$ cat config.mk
export PLATFORM = sky130hd
export DESIGN_NAME = instr_loader
export DESIGN_NICKNAME = d
export VERILOG_FILES = /design/src/rtl/instr_loader.sv
export SDC_FILE = /design/constraint.sdc
export NUM_CORES = 1
export LEC_CHECK = 0
export ABC_AREA = 1
export CORE_UTILIZATION = 53
export CTS_CLUSTER_DIAMETER = 50
export DETAILED_ROUTE_END_ITERATION = 6
export PLACE_DENSITY = 0.86
export SETUP_SLACK_MARGIN = 0.05
export SLEW_MARGIN = 20
export SYNTH_ARGS = -nofsm -noshare
export SYNTH_HDL_FRONTEND = slang
export SYNTH_SLANG_ARGS = --single-unit
$ cat constraint.sdc
create_clock -name clk -period 2.9 [get_ports clk]
set_input_delay 0.725 -clock clk [delete_from_list [all_inputs] [get_ports clk]]
set_output_delay 0.725 -clock clk [all_outputs]
set_load 0.02 [all_outputs]
$ cat src/rtl/instr_loader.sv
// Boot-time program loader: length-prefixed byte stream into byte-addressed instruction memory.
// Optional trailing XOR checksum byte is enabled by defining INSTR_LOADER_CHECKSUM_EN.
module instr_loader #(
  parameter int ADDR_WIDTH = 10
) (
  input  logic                  clk,
  input  logic                  rst,
  input  logic                  start,
  input  logic [7:0]            in_data,
  input  logic                  in_valid,
  output logic                  in_ready,
  output logic                  wr_en,
  output logic [ADDR_WIDTH-1:0] wr_addr,
  output logic [7:0]            wr_data,
  output logic                  busy,
  output logic                  done,
  output logic                  err
);

`ifdef INSTR_LOADER_CHECKSUM_EN
  typedef enum logic [2:0] {S_LEN, S_DATA, S_CSUM, S_DONE, S_ERR} state_t;
  localparam state_t S_AFTER_DATA = S_CSUM;
`else
  typedef enum logic [2:0] {S_LEN, S_DATA, S_DONE, S_ERR} state_t;
  localparam state_t S_AFTER_DATA = S_DONE;
`endif

  // Largest legal image length; compared one bit wider so the shift cannot wrap.
  localparam logic [32:0] CAPACITY = 33'd1 << ADDR_WIDTH;

  state_t                state_q, state_d;
  logic [31:0]           len_q, len_d;
  logic [1:0]            len_cnt_q, len_cnt_d;
  logic [ADDR_WIDTH:0]   idx_q, idx_d;
  logic                  wr_en_q, wr_en_d;
  logic [ADDR_WIDTH-1:0] wr_addr_q, wr_addr_d;
  logic [7:0]            wr_data_q, wr_data_d;
`ifdef INSTR_LOADER_CHECKSUM_EN
  logic [7:0]            csum_q, csum_d;
`endif

  logic                  accept;
  logic [31:0]           len_new;
  logic [ADDR_WIDTH:0]   idx_inc;

  assign accept  = in_valid && in_ready;
  assign len_new = {in_data, len_q[31:8]};
  assign idx_inc = idx_q + 1'b1;

  always_comb begin
    state_d   = state_q;
    len_d     = len_q;
    len_cnt_d = len_cnt_q;
    idx_d     = idx_q;
    wr_en_d   = 1'b0;
    wr_addr_d = wr_addr_q;
    wr_data_d = wr_data_q;
`ifdef INSTR_LOADER_CHECKSUM_EN
    csum_d    = csum_q;
`endif
    if (start) begin
      // Abort wins over any byte handshaked in the same cycle.
      state_d   = S_LEN;
      len_d     = '0;
      len_cnt_d = '0;
      idx_d     = '0;
`ifdef INSTR_LOADER_CHECKSUM_EN
      csum_d    = '0;
`endif
    end else if (accept) begin
      case (state_q)
        S_LEN: begin
          len_d     = len_new;
          len_cnt_d = len_cnt_q + 1'b1;
          if (len_cnt_q == 2'd3) begin
            if ({1'b0, len_new} > CAPACITY) begin
              state_d = S_ERR;
            end else if (len_new == '0) begin
              state_d = S_AFTER_DATA;
            end else begin
              state_d = S_DATA;
              idx_d   = '0;
            end
          end
        end
        S_DATA: begin
          wr_en_d   = 1'b1;
          wr_addr_d = idx_q[ADDR_WIDTH-1:0];
          wr_data_d = in_data;
          idx_d     = idx_inc;
`ifdef INSTR_LOADER_CHECKSUM_EN
          csum_d    = csum_q ^ in_data;
`endif
          // Length fits in ADDR_WIDTH+1 bits once past the overflow check.
          if (idx_inc == len_q[ADDR_WIDTH:0]) begin
            state_d = S_AFTER_DATA;
          end
        end
`ifdef INSTR_LOADER_CHECKSUM_EN
        S_CSUM: begin
          state_d = (in_data == csum_q) ? S_DONE : S_ERR;
        end
`endif
        default: ;
      endcase
    end
  end

  always_ff @(posedge clk or posedge rst) begin
    if (rst) begin
      state_q   <= S_LEN;
      len_q     <= '0;
      len_cnt_q <= '0;
      idx_q     <= '0;
      wr_en_q   <= 1'b0;
      wr_addr_q <= '0;
      wr_data_q <= '0;
`ifdef INSTR_LOADER_CHECKSUM_EN
      csum_q    <= '0;
`endif
    end else begin
      state_q   <= state_d;
      len_q     <= len_d;
      len_cnt_q <= len_cnt_d;
      idx_q     <= idx_d;
      wr_en_q   <= wr_en_d;
      wr_addr_q <= wr_addr_d;
      wr_data_q <= wr_data_d;
`ifdef INSTR_LOADER_CHECKSUM_EN
      csum_q    <= csum_d;
`endif
    end
  end

  assign in_ready = (state_q != S_DONE) && (state_q != S_ERR);
  assign busy     = in_ready;
  assign done     = (state_q == S_DONE);
  assign err      = (state_q == S_ERR);
  assign wr_en    = wr_en_q;
  assign wr_addr  = wr_addr_q;
  assign wr_data  = wr_data_q;

endmodule

==> out/metrics.cfg, run 1 <==
[worst_setup_path]
rr_startpoint = idx_q[0]
crit_path_max_fanout = 5
worstSetupPathType = flop to output port
reg2reg_slack_ps = 940
arrival_ps = 1530
cp.buffers_inverters = 2
max_stage_delay_ps = 600
critPathCaptureType = output port
crit_slowest_cell = clkdlybuf4s50_1
reg2reg_depth = 12
rr_endpoint = state_q[0]
cp_top_family = buffers and inverters
crit_chain = inv_1 -> nor2_1 -> clkdlybuf4s50_1
cp.required_ps = 2170
startpoint = state_q[1]
start_kind = flop

[global_route]
gr-total-overflow = 0
grt_max_degree = 67
antenna_found_initial = 0
grt_first_pass_wirelength_mm = 11.1
gr-usage-all-layers_pct = 23.7
grt_pass1_vias = 2423

[placed_design]
dp_hpwl_mm = 4.56
gp_congestion = 0.896
io_buffers = 34

[logic_synthesis]
syn_avg_cell_area_sq_um = 8.00
synth_cells = 386
synth-seq-cells = 66
syn_area_sq_mm = 0.00309
synth_fp_nets = 400
seq_area_frac_synth_pct = 53.5
yosys_warnings = 0
yosysUniqueCellTypes = 20

[timing]
fin_crit_sh_pct = 77.6
hold_viol_final = 0
worst_slew_pin_slew_ps = 985
finalCriticalPeriod_ps = 2250
setup_tns_ps = 0
max-slew-margin-rel_pct = 34.3
rsz0062_at_grt = false
maxSlewViolCount = 0
fmax_mhz = 444
timing.hold.ws_ps = 481
fin_skew_ps = 5.71
setup_viol_count_final = 0

[clock_network]
htree_levels = 3
cts_max_path_buffers = 2
cts_resized = 0
root_buffer = clkbuf_8
postCtsSetupRepairBufs = 0
numCtsBuffers = 9
insertion_delay_ps = 340
hold_buffers = 0
cts_tree = built
clock-sinks = 66
clkTransAtPathRegs_ps = 70

[worst_hold_path]
min_delay_path_depth = 2
hp-start = wr_addr[1]
min_path_type = flop to flop
hold_end = wr_addr[1]

[finish]
seq_area_sq_mm = 0.00165
num-nets-final = 437
fill_cells = 459
layout_common_cells = nand2_1, inv_1, dfrtp_1
layout_commonest_cell = nand2_1
drive_above_1_share_pct = 5.61
multi_input_area_sq_mm = 0.00113
syn_to_final_growth_pct = 21.7
diodes = 0

[drt]
drc = 0
num_vias = 2638
wirelength_mm = 6.54
antenna_left = 0
avgViaCountPerCell = 5.28
wire_per_inst_um = 13.1
firstDrtPassIters = 4
drt-initial-drc-count = 196

[job]
cap_violations = 0

[power_and_ir_drop]
leakagePower_nw = 1.80
powerDensity_mw_per_mm2 = 701
vdd_drop_max_uv = 547

[die]
initial_core_util_pct = 55.4
core_area_sq_mm = 0.00557
die_w_um = 78.3
row_count = 27
dieArea_sq_mm = 0.00614
fp.dieH_um = 78.3
ios = 35

[outcome]
status = finished clean

worst max path at each step:
stage | end | slack, ps | cells past startpoint
2_1_floorplan | idx_q[0] | 520 | 1
3_3_place_gp | idx_q[0] | 430 | 9
3_5_place_dp | idx_q[9] | 340 | 9
4_1_cts | done | 630 | 3
5_1_grt | done | 500 | 3
6_report | done | 650 | 3
where the power goes:
group / switching [W] / total (W) / internal [W]
combinational: 0.000338 / 0.000593 / 0.000255
clock: 0.000350 / 0.000945 / 0.000595
sequential: 0.0000689 / 0.00110 / 0.00103
state kept, by name (all words and copies together), names as in the netlist:
name	count
wr_addr	10
idx_q	11
len_q	32
state_q	2
len_cnt_q	2
wr_en	1
wr_data	8
synth_stat cells (all sizes together):
library cell,number,share of area (%)
clkbuf,2,0.24
nor3,3,0.49
nand3,31,5.0
ha,2,0.81
o21bai,1,0.24
nor2,27,3.8
nand4,7,1.4
o22ai,32,6.5
o21ai,18,2.9
nand2,113,14
nor4,3,0.61
buf,10,1.5
xor2,3,0.85
inv,67,8.1
nand3b,1,0.24
dfrtp,66,53
logic make-up (layout without fill, tap and decap cells):
logic type,count (synthesis),in the layout,share of synthesized area [%]
compound gates,51,51,9.64
buf+inv,79,121,9.88
fa+ha+maj,2,2,0.810
xor+xnor,3,3,0.851
simple gates,185,185,25.4
flops,66,66,53.5
worst min-delay path, stage by stage (launching register included):
cell	delay (ps)
dfrtp_1	350
nand2_1	60
nand2_1	50
layer usage:
metal  up-vias  track usage, %  wire (um)
met1      1253            28.0       2760
met5         -               0          0
met4         0            10.2        102
met3        12            7.56        364
li1       1305               -          -
met2        68            39.6       3310
layout make-up:
| type | instances | share of cell area, % |
|---|---|---|
| clock buffers | 10 | 3.66 |
| clock inverters | 6 | 3.03 |
| inverters | 67 | 6.69 |
| multi-input cells | 241 | 30.1 |
| flip-flops and latches | 66 | 43.9 |
| well taps | 72 | 2.40 |
| repair buffers | 38 | 10.2 |
per-stage QoR:
stage / worst slack, ps / std cells / power, W / util (%) / instance area [sq um]
after floorplan: 520 / 386 / 0.00144 / - / 3090
after global placement: 428 / 484 / 0.00169 / 62.9 / 3510
after detailed placement: 336 / 484 / 0.00171 / 62.9 / 3510
after CTS: 630 / 500 / 0.00266 / 67.5 / 3760
after global routing: 505 / 500 / 0.00277 / 67.5 / 3760
final: 648 / 500 / 0.00263 / 67.5 / 3760
(Power assumes the default switching activity.)
==> run 2: changes to the inputs <==
--- a/config.mk
+++ b/config.mk
@@ -6,10 +6,10 @@
 export NUM_CORES = 1
 export LEC_CHECK = 0
 export ABC_AREA = 1
-export CORE_UTILIZATION = 53
+export CORE_UTILIZATION = 50
 export CTS_CLUSTER_DIAMETER = 50
 export DETAILED_ROUTE_END_ITERATION = 6
-export PLACE_DENSITY = 0.86
+export PLACE_DENSITY = 0.85
 export SETUP_SLACK_MARGIN = 0.05
 export SLEW_MARGIN = 20
 export SYNTH_ARGS = -nofsm -noshare
==> constraint.sdc (replaced) <==
create_clock -name clk -period 1.87 [get_ports clk]
set_input_delay 0.4675 -clock clk [delete_from_list [all_inputs] [get_ports clk]]
set_output_delay 0.4675 -clock clk [all_outputs]
set_load 0.02 [all_outputs]
==> out/metrics.cfg, run 2 (same netlist as run 1, synthesis figures left out) <==
[power_and_ir_drop]
leakagePower_nw = 1.92  ; +6.7%
vdd_drop_max_uv = 752  ; +37%
powerDensity_mw_per_mm2 = 1010  ; +44%
power_w = 0.00396  ; +50%

[global_route]
gr-total-overflow = 0  ; unchanged
grt_max_degree = 34  ; -49%
grt_pass1_vias = 2622  ; +8.2%
antenna_found_initial = 0  ; unchanged
gr-usage-all-layers_pct = 24.1  ; +0.35 points
grt_first_pass_wirelength_mm = 11.8  ; +6.3%

[die]
core_area_sq_mm = 0.00596  ; +6.8%
die_w_um = 80.6  ; +2.9%
ios = 35  ; unchanged
dieArea_sq_mm = 0.00650  ; +5.8%
initial_core_util_pct = 51.9  ; -3.6 points
fp.dieH_um = 80.6  ; +2.9%
row_count = 28  ; +3.7%

[placed_design]
io_buffers = 34  ; unchanged
pre_cts_slack_ps = -373  ; -709 ps
gp_congestion = 0.873  ; -2.7%
placed_cells = 497  ; +2.7%
dp_hpwl_mm = 4.78  ; +4.9%

[clock_network]
root_buffer = clkbuf_8
numCtsBuffers = 9  ; unchanged
hold_buffers = 0  ; unchanged
htree_levels = 3  ; unchanged
insertion_delay_ps = 350  ; about the same
clock-sinks = 66  ; unchanged
cts_tree = built
clkTransAtPathRegs_ps = 70  ; about the same
cts_max_path_buffers = 2  ; unchanged

[worst_setup_path]
critPathCaptureType = output port
max_stage_delay_ps = 610  ; about the same
crit_slowest_cell = clkdlybuf4s50_1
crit_path_max_fanout = 2  ; -3
reg2reg_slack_ps = 100  ; -840 ps
cp.buffers_inverters = 1  ; -1
worstSetupPathType = flop to output port
start_kind = flop
arrival_ps = 1320  ; -210 ps
cp_top_family = buffers and inverters
cp.required_ps = 1400  ; -770 ps
crit_chain = clkdlybuf4s50_1

[drt]
wl_met3_um = 294  ; -19%
top_layer = met4
dr_wl_met2_mm = 3.40  ; +2.7%
num_vias = 2738  ; +3.8%
wirelength_mm = 6.85  ; +4.8%
firstDrtPassIters = 5  ; +1
avgViaCountPerCell = 5.34  ; +1.2%
drt-initial-drc-count = 181  ; -7.7%
antenna_left = 0  ; unchanged
wire_per_inst_um = 13.4  ; +2.1%
drc = 0  ; unchanged
wl_met1_mm = 2.94  ; +6.2%

[timing]
setup_viol_count_final = 0  ; unchanged
hold_viol_final = 0  ; unchanged
finalCriticalPeriod_ps = 1790
worst_slew_pin_slew_ps = 400  ; -584 ps
setup_ws_ps = 84.2  ; -564 ps
rsz0062_at_grt = true
max-slew-margin-rel_pct = 73.3  ; +39 points
fin_crit_sh_pct = 95.5
fin_skew_ps = 8.88  ; +3.17 ps
maxSlewViolCount = 0  ; unchanged
fmax_mhz = 560

[finish]
drive_above_1_share_pct = 10.5  ; +4.9 points
regMostFlops = len_q
layout_common_cells = nand2_1, inv_1, dfrtp_1
fill_cells = 507  ; +10%
final_util_pct = 65.7  ; -1.7 points
diodes = 0  ; unchanged
largest_register_ffs = 32  ; unchanged
layout_commonest_cell = nand2_1
final_cells = 513  ; +2.6%
syn_to_final_growth_pct = 26.7
num-nets-final = 448  ; +2.5%

[outcome]
status = finished clean

[job]
cap_violations = 0  ; unchanged

[worst_hold_path]
min_path_type = input pin to asynchronous set/reset pin

[run 2: cell count changes in the layout (fill, tap and decap cells not counted), moves of 3 or more]
cell	change
buf_12	+4
buf_4	+7
clkdlybuf4s50_1	-6
clkinv_2	+3
dlygate4sd2_1	+4
nand2_1	-3
[run 2: timing repair]
action,4_1_cts,5_1_grt
setup buffers,1,0
pin swaps,1,8
setup endpoints to repair,16,15
gates resized for setup,7,14
[run 2: layout make-up]
cell class	count	area [sq um]	share of cell area (%)
Sequential cell	66	1650	42.2
Inverter	67	255	6.52
Multi-Input combinational cell	241	1190	30.4
Tap cell	75	93.8	2.40
Timing Repair Buffer	49	515	13.2
Clock buffer	9	124	3.16
Clock inverter	6	82.6	2.11
[run 2: power by group]
group          internal, W  leakage [nW]  switching (W)
registers          0.00159         0.896       0.000102
clock network     0.000736         0.105       0.000548
logic             0.000431         0.919       0.000548
total              0.00276          1.92        0.00120
[run 2: path summary, 6_finish.rpt]
| kind | cells after the start | to | start |
|---|---|---|---|
| max in group asynchronous | 3 | len_cnt_q[1] | rst |
| setup / recovery | 1 | wr_data[5] | wr_data[5] |
| setup reg to reg | 12 | state_q[1] | idx_q[0] |
| hold / removal | 2 | wr_data[7] | rst |
| hold reg to reg | 2 | wr_addr[3] | wr_addr[3] |
| min in group clk | 2 | wr_addr[3] | wr_addr[3] |
[run 2: per-stage QoR]
step                      hold WS, ps  area [sq um]  setup TNS (ps)
after floorplan                   464          3090               0
after global placement            457          3640           -3580
after detailed placement          467          3640           -4130
after CTS                         464          3860               0
after global routing              493          3910           -92.9
final                             468          3910               0
[run 2: per-layer routing]
| layer | vias to the layer above | GRT usage (%) |
|---|---|---|
| met5 | - | 0 |
| met4 | 0 | 12.5 |
| met3 | 22 | 6.48 |
| met2 | 76 | 39.0 |
| met1 | 1304 | 29.1 |
| li1 | 1336 | - |
